## src/rtl/rv32_mul_div_seq.sv

```systemverilog
// RV32M/RV64M multiply/divide/remainder unit: fixed-latency multiply, radix-2 restoring divide,
// 1-cycle special-case divides. Optional divide result reuse cache under `MUL_DIV_REUSE_EN.
module rv32_mul_div_seq #(
  parameter int XLEN       = 32,
  parameter int MUL_STAGES = 2,
  parameter int TAG_W      = 5
) (
  input  logic              clk_i,
  input  logic              rst_i,
  input  logic              start_i,
  input  logic [2:0]        op_i,
  input  logic [XLEN-1:0]   operand_a_i,
  input  logic [XLEN-1:0]   operand_b_i,
  input  logic [TAG_W-1:0]  rd_i,
  input  logic              flush_i,
  output logic              ready_o,
  output logic              busy_o,
  output logic              done_o,
  output logic [XLEN-1:0]   result_o,
  output logic [TAG_W-1:0]  rd_o,
  output logic [1:0]        dbg_state_o
);

  // Handshake: an op is accepted on a rising edge where start_i & ready_o & ~flush_i;
  // done_o is a one-cycle pulse with result_o/rd_o valid, and they hold until the next accept.
  typedef enum logic [1:0] {
    S_IDLE = 2'd0,
    S_MUL  = 2'd1,
    S_DIV  = 2'd2,
    S_DONE = 2'd3
  } state_t;

  localparam int CW = 7;
  localparam logic [CW-1:0] MUL_LAST = CW'(MUL_STAGES);
  localparam logic [CW-1:0] DIV_LAST = CW'(XLEN + 1);
  localparam logic [XLEN-1:0] INT_MIN = {1'b1, {(XLEN-1){1'b0}}};

  state_t r_state, w_state_next;

  logic [2:0]       r_op;
  logic [XLEN-1:0]  r_a, r_b;
  logic [TAG_W-1:0] r_rd;
  logic [XLEN-1:0]  r_result;
  logic             r_done;
  logic [CW-1:0]    r_cnt;
  logic [XLEN-1:0]  r_quo;
  logic [XLEN:0]    r_rem;
  logic [XLEN-1:0]  r_div;
  logic             r_neg_q, r_neg_r;

  logic             w_accept, w_finish, w_signed;
  logic             w_div_zero, w_div_ovf, w_hit, w_special;
  logic [XLEN-1:0]  w_hit_res, w_special_res, w_mul_res, w_fin_res;
  logic [XLEN+1:0]  w_rem_sh, w_diff;
  logic             w_q_bit;
  logic [XLEN-1:0]  w_quo_fix, w_rem_fix;
  logic             w_a_neg, w_b_neg;

  function automatic logic [XLEN-1:0] mul_res(input logic [2:0] op,
                                              input logic [XLEN-1:0] a,
                                              input logic [XLEN-1:0] b);
    logic signed [XLEN:0]     ae, be;
    logic signed [2*XLEN+1:0] p;
    ae = {((op == 3'b001) || (op == 3'b010)) & a[XLEN-1], a};
    be = {(op == 3'b001) & b[XLEN-1], b};
    p  = ae * be;
    return (op == 3'b000) ? p[XLEN-1:0] : p[2*XLEN-1:XLEN];
  endfunction

  assign ready_o     = (r_state == S_IDLE) || (r_state == S_DONE);
  assign busy_o      = (r_state == S_MUL) || (r_state == S_DIV);
  assign done_o      = r_done;
  assign result_o    = r_result;
  assign rd_o        = r_rd;
  assign dbg_state_o = r_state;

  assign w_accept   = start_i & ready_o & ~flush_i;
  assign w_signed   = ~r_op[0];
  assign w_div_zero = (r_b == '0);
  assign w_div_ovf  = w_signed & (r_a == INT_MIN) & (r_b == '1);
  assign w_special  = w_div_zero | w_div_ovf | w_hit;
  assign w_mul_res  = mul_res(r_op, r_a, r_b);

  assign w_a_neg = w_signed & r_a[XLEN-1];
  assign w_b_neg = w_signed & r_b[XLEN-1];

  // The dividend shifts out of the top of r_quo while quotient bits shift in at the bottom.
  assign w_rem_sh  = {r_rem, r_quo[XLEN-1]};
  assign w_diff    = w_rem_sh - {2'b00, r_div};
  assign w_q_bit   = ~w_diff[XLEN+1];
  assign w_quo_fix = r_neg_q ? -r_quo : r_quo;
  assign w_rem_fix = r_neg_r ? -r_rem[XLEN-1:0] : r_rem[XLEN-1:0];

  always_comb begin
    w_special_res = '0;
    if (w_div_zero)     w_special_res = r_op[1] ? r_a : '1;
    else if (w_div_ovf) w_special_res = r_op[1] ? '0 : r_a;
    else if (w_hit)     w_special_res = w_hit_res;
  end

  always_comb begin
    w_state_next = r_state;
    w_finish     = 1'b0;
    w_fin_res    = w_mul_res;
    case (r_state)
      S_IDLE, S_DONE: begin
        if (w_accept) w_state_next = op_i[2] ? S_DIV : S_MUL;
      end
      S_MUL: begin
        if (flush_i) begin
          w_state_next = S_IDLE;
        end else if (r_cnt == MUL_LAST) begin
          w_state_next = S_DONE;
          w_finish     = 1'b1;
        end
      end
      S_DIV: begin
        w_fin_res = r_op[1] ? w_rem_fix : w_quo_fix;
        if (flush_i) begin
          w_state_next = S_IDLE;
        end else if ((r_cnt == '0) && w_special) begin
          w_state_next = S_DONE;
          w_finish     = 1'b1;
          w_fin_res    = w_special_res;
        end else if (r_cnt == DIV_LAST) begin
          w_state_next = S_DONE;
          w_finish     = 1'b1;
        end
      end
      default: w_state_next = S_IDLE;
    endcase
  end

  always_ff @(posedge clk_i) begin
    if (rst_i) r_state <= S_IDLE;
    else       r_state <= w_state_next;
  end

  always_ff @(posedge clk_i) begin
    if (rst_i) begin
      r_op     <= '0;
      r_a      <= '0;
      r_b      <= '0;
      r_rd     <= '0;
      r_result <= '0;
      r_done   <= 1'b0;
      r_cnt    <= '0;
      r_quo    <= '0;
      r_rem    <= '0;
      r_div    <= '0;
      r_neg_q  <= 1'b0;
      r_neg_r  <= 1'b0;
    end else begin
      r_done <= w_finish;
      if (w_finish) r_result <= w_fin_res;
      if (w_accept) begin
        r_op  <= op_i;
        r_a   <= operand_a_i;
        r_b   <= operand_b_i;
        r_rd  <= rd_i;
        r_cnt <= op_i[2] ? CW'(0) : CW'(1);
      end else if (busy_o && !flush_i) begin
        r_cnt <= r_cnt + CW'(1);
        if (r_state == S_DIV) begin
          if (r_cnt == '0) begin
            r_quo   <= w_a_neg ? -r_a : r_a;
            r_div   <= w_b_neg ? -r_b : r_b;
            r_rem   <= '0;
            r_neg_q <= w_a_neg ^ w_b_neg;
            r_neg_r <= w_a_neg;
          end else if (r_cnt != DIV_LAST) begin
            r_rem <= w_q_bit ? w_diff[XLEN:0] : w_rem_sh[XLEN:0];
            r_quo <= {r_quo[XLEN-2:0], w_q_bit};
          end
        end
      end
    end
  end

`ifdef MUL_DIV_REUSE_EN
  logic            r_c_valid, r_c_signed;
  logic [XLEN-1:0] r_c_a, r_c_b, r_c_quo, r_c_rem;

  assign w_hit     = r_c_valid & (r_a == r_c_a) & (r_b == r_c_b) & (w_signed == r_c_signed);
  assign w_hit_res = r_op[1] ? r_c_rem : r_c_quo;

  // Only full-latency divides are stored; special cases are already single-cycle.
  always_ff @(posedge clk_i) begin
    if (rst_i) begin
      r_c_valid  <= 1'b0;
      r_c_signed <= 1'b0;
      r_c_a      <= '0;
      r_c_b      <= '0;
      r_c_quo    <= '0;
      r_c_rem    <= '0;
    end else if ((r_state == S_DIV) && w_finish && (r_cnt == DIV_LAST)) begin
      r_c_valid  <= 1'b1;
      r_c_signed <= w_signed;
      r_c_a      <= r_a;
      r_c_b      <= r_b;
      r_c_quo    <= w_quo_fix;
      r_c_rem    <= w_rem_fix;
    end else if ((w_accept && !op_i[2]) || (flush_i && busy_o)) begin
      r_c_valid  <= 1'b0;
    end
  end
`else
  assign w_hit     = 1'b0;
  assign w_hit_res = '0;
`endif

endmodule

```

## config.mk

```make
export PLATFORM = sky130hd
export DESIGN_NAME = rv32_mul_div_seq
export DESIGN_NICKNAME = d
export VERILOG_FILES = /design/src/rtl/rv32_mul_div_seq.sv
export SDC_FILE = /design/constraint.sdc
export NUM_CORES = 2
export LEC_CHECK = 0
export BUFFER_PORTS_ARGS = -buffer_cell sky130_fd_sc_hd__clkbuf_2
export CAP_MARGIN = 20
export CORE_MARGIN = 1
export CORE_UTILIZATION = 61
export DETAILED_ROUTE_END_ITERATION = 8
export PLACE_DENSITY = 0.88
export SETUP_SLACK_MARGIN = 0.02
export SYNTH_ARGS = -nofsm -noshare
export SYNTH_HDL_FRONTEND = slang
export SYNTH_SLANG_ARGS = --single-unit
```

## constraint.sdc

```tcl
create_clock -name clk_i -period 19.78 [get_ports clk_i]
set_input_delay 2.967 -clock clk_i [delete_from_list [all_inputs] [get_ports clk_i]]
set_output_delay 2.967 -clock clk_i [all_outputs]
set_load 0.03 [all_outputs]
```

==> flow_metrics.env <==
export IMPL_status="complete, but fails checks"
export IMPL_failed_checks="design-rule violations"
export IMPL_synth_top_family_by_area="adder cells"
export IMPL_design_core_area_um2=83800
export IMPL_crit_top_cell="fa_1"
export IMPL_grt_max_degree=101
export IMPL_initial_core_util_pct=61.9
export IMPL_synth_simple_area_share_pct=16.4
export IMPL_total_power_mw=2.94
export IMPL_routed_wl_um=157000
export IMPL_first_pass_iters=9
export IMPL_p_comb_share_pct=67.0
export IMPL_dieArea_um2=86200
export IMPL_detail_route_iter0_violations=5038
export IMPL_p_sw_mw=1.56
export IMPL_finalSetupViolations=0
export IMPL_ys_types=79
export IMPL_synth_compound_area_share_pct=9.30
export IMPL_antenna_found_initial=5
export IMPL_setup_tns_ns=0
export IMPL_via_per_inst=6.05
export IMPL_rows=106
export IMPL_post_route_drc_count=16
export IMPL_syn_avg_cell_area_um2=8.42
export IMPL_slowest_delay_ns=0.84
export IMPL_fillers=6632
export IMPL_netlist_instances=6161
export IMPL_cts_htree_levels=1
export IMPL_muxShareOfSynthArea_pct=0.734
export IMPL_hold_class="flip-flop to flip-flop"
export IMPL_worstPathRequired_ns=20.18
export IMPL_synth_edf_count=0
export IMPL_switching_share_pct=53.2
export IMPL_reg2reg_from="r_op[1]"
export IMPL_worst_setup_path_start_kind="flip-flop"
export IMPL_cts_clk_slew_worst_paths_ns=0.06
export IMPL_max_freq_ghz=0.100
export IMPL_cp_end_kind="flip-flop"
export IMPL_timing_final_hold_violations=0
export IMPL_crit_type="flip-flop to flip-flop"
export IMPL_finalCriticalPeriod_ns=9.95
export IMPL_port_buffers=117
export IMPL_post_cts_setup_buffer_count=0
export IMPL_cts_hold_buf=0
export IMPL_synthXorXnorAreaFrac_pct=3.73
export IMPL_cp_slowest_cell="fa_1"
export IMPL_grt_pass1_vias=45100
export IMPL_synth_nets=7618
export IMPL_cp_arrival_ns=10.35
export IMPL_rsz0062_at_grt="no"
export IMPL_p_leak_nw=25.0
export IMPL_ant_nets=0
export IMPL_clk_path_buf_depth=3
export IMPL_cts_root_buf="clkbuf_16"
export IMPL_p_clk_share_pct=16.2
export IMPL_synthToLayoutAreaGrowth_pct=4.03
export IMPL_setup_worst_path_start="r_op[1]"
export IMPL_cts_sinks=213
export IMPL_yosysSeqAreaShare_pct=8.22
export IMPL_globalRouteOverflowTotal=0
export IMPL_die_h_um=294
export IMPL_cts_tree="done"
export IMPL_nets=7456
export IMPL_min_delay_start="rd_o[2]"
export IMPL_groute_usage_overall_pct=37.5
export IMPL_cts_buffers_inserted=24
export IMPL_wl_per_cell_um=22.0
export IMPL_ctsResizeCount=0
export IMPL_die_x_um=294
export IMPL_slew_headroom_pct=18.1
export IMPL_clk_insertion_delay_late_ns=0.56
export IMPL_multi_input_area_um2=41400
export IMPL_power_density_nw_per_um2=54.5
export IMPL_pwr_share_seq_pct=16.8
export IMPL_synthAdderAreaFrac_pct=49.6
export IMPL_yosysWarnings=0
export IMPL_internal_power_mw=1.38
export IMPL_finClkSkew_ns=0.0246
export IMPL_hpwl_um=116000
export IMPL_finalCritPeriodShare_pct=50.3
export IMPL_maxCapViolCount=0
export IMPL_vdd_ir_drop_max_mv=0.104
export IMPL_layout_drive_gt1_share_pct=5.09
export IMPL_drv_slew=0
export IMPL_route_vias_total=43300
export IMPL_grt_pass1_wl_um=249000
export IMPL_ys_seq_elements=213
export IMPL_worstMarginPinSlew_ns=1.22
export IMPL_seqCellArea_um2=4270
export IMPL_worstPathMaxFanout=54
export IMPL_synth_cell_area_um2=51800
export IMPL_gp_congestion=1.03
export IMPL_synthArstFlopShare_pct=0
export IMPL_ys_flop_type="dfxtp_1"
export IMPL_ioPinCount=118
state kept, by name, indices dropped and copies added, names as in the netlist:
name,count
rd_o,5
result_o,32
r_div,32
r_rem,33
r_neg_q,1
r_neg_r,1
dbg_state_o,2
r_b,32
r_op,3
r_a,32
r_quo,32
done_o,1
r_cnt,7
worst paths after layout:
path                  endpoint  slack [ns]  cells after the start
setup / recovery  result_o[29]        9.83                     30
hold / removal         rd_o[2]        0.46                      2
setup reg to reg  result_o[29]        9.83                     30
hold reg to reg        rd_o[2]        0.46                      2
cells in the mapped netlist (15+ instances only):
cell	number	area share, %
nor4_1	17	0.21
nor2_1	274	2.0
a211oi_1	83	1.2
a21o_1	53	0.77
nor3_1	58	0.56
xnor2_1	131	2.2
nand2_1	1055	7.6
dfxtp_1	213	8.2
nor2b_1	17	0.21
ha_1	255	6.2
o21bai_1	16	0.23
clkbuf_1	276	2.0
nand4_1	29	0.35
a21oi_1	287	2.8
mux2i_1	38	0.73
o21ai_0	139	1.3
o211ai_1	19	0.28
fa_1	1126	43
inv_1	1231	8.9
o41ai_1	15	0.25
or3_1	20	0.24
xor2_1	88	1.5
o21ai_1	16	0.15
and2_1	306	3.7
nand3_1	41	0.40
buf_1	108	0.78
a31oi_1	18	0.22
o31ai_1	36	0.52
power by group through the flow:
stage | clock, mW | combinational (mW) | sequential (mW)
after detailed placement | 0 | 1.88 | 0.501
after CTS | 0.475 | 1.90 | 0.492
final | 0.478 | 1.97 | 0.493
after global routing | 0.492 | 2.10 | 0.496
after global placement | 0 | 1.83 | 0.499
after floorplan | 0 | 1.32 | 0.500
final cells by class:
type / instances / area share [%]
clock buffer: 29 / 1.24
timing repair buffer: 216 / 2.52
tap: 1134 / 2.63
inverter: 1232 / 8.57
multi-input combinational: 4312 / 76.8
sequential: 213 / 7.91
antenna: 2 / 0.00928
clock inverter: 15 / 0.285
placed cells by master (no fill, tap or decap), types with 16 or more instances in the layout:
cell       netlist  layout
ha_1           255     255
nand3_1         41      40
a21o_1          53      53
xor2_1          88      88
or3_1           20      20
xnor2_1        131     131
a211oi_1        83      83
o21ai_0        139     139
nor4_1          17      17
clkbuf_2         0     116
buf_4            6      97
and2_1         306     305
mux2i_1         38      38
nor3_1          58      58
nand2_1       1055    1055
inv_1         1231    1231
clkbuf_16        0      25
a21oi_1        287     287
o21bai_1        16      16
dfxtp_1        213     210
a31oi_1         18      17
nand4_1         29      29
o31ai_1         36      36
nor2b_1         17      17
nor2_1         274     274
o211ai_1        19      19
fa_1          1126    1126
metal layers:
| layer | global-route usage [%] | vias up | wire length (µm) |
|---|---|---|---|
| li1 | - | 18300 | - |
| met1 | 46.7 | 21300 | 54200 |
| met2 | 58.6 | 2900 | 70800 |
| met3 | 10.3 | 706 | 20700 |
| met4 | 22.3 | 4 | 11700 |
| met5 | 0.851 | - | 128 |
worst max-delay path, delay by kind of cell, from the launching register on:
kind | cells | cell delay, ns
DFF | 1 | 0.32
buffers and inverters | 7 | 1.67
xor gates and xnor gates | 2 | 0.28
AOI/OAI and AO/OA | 10 | 1.98
adders and majority gates | 9 | 5.08
and+or+nand+nor | 2 | 0.47
stage by stage:
step                      hold WS (ns)  std cells  instance area (µm²)  worst slack, ns  utilization, %
after CTS                        0.457       7150                53900             9.96            64.3
after global placement           0.442       7105                53100            10.13            63.3
after detailed placement         0.448       7106                53100            10.01            63.3
after floorplan                  0.432       6161                51800            10.93               -
final                            0.459       7153                53900             9.83            64.3
after global routing             0.473       7152                53900             9.36            64.3
logic make-up after synthesis:
logic type,after synthesis
and+or+nand+nor,1899
buffers and inverters,1636
adders and majority gates,1381
AOI/OAI and AO/OA,774
xor gates and xnor gates,220
DFF,213
muxes,38
Note: power is estimated with default switching activity, not from simulation.
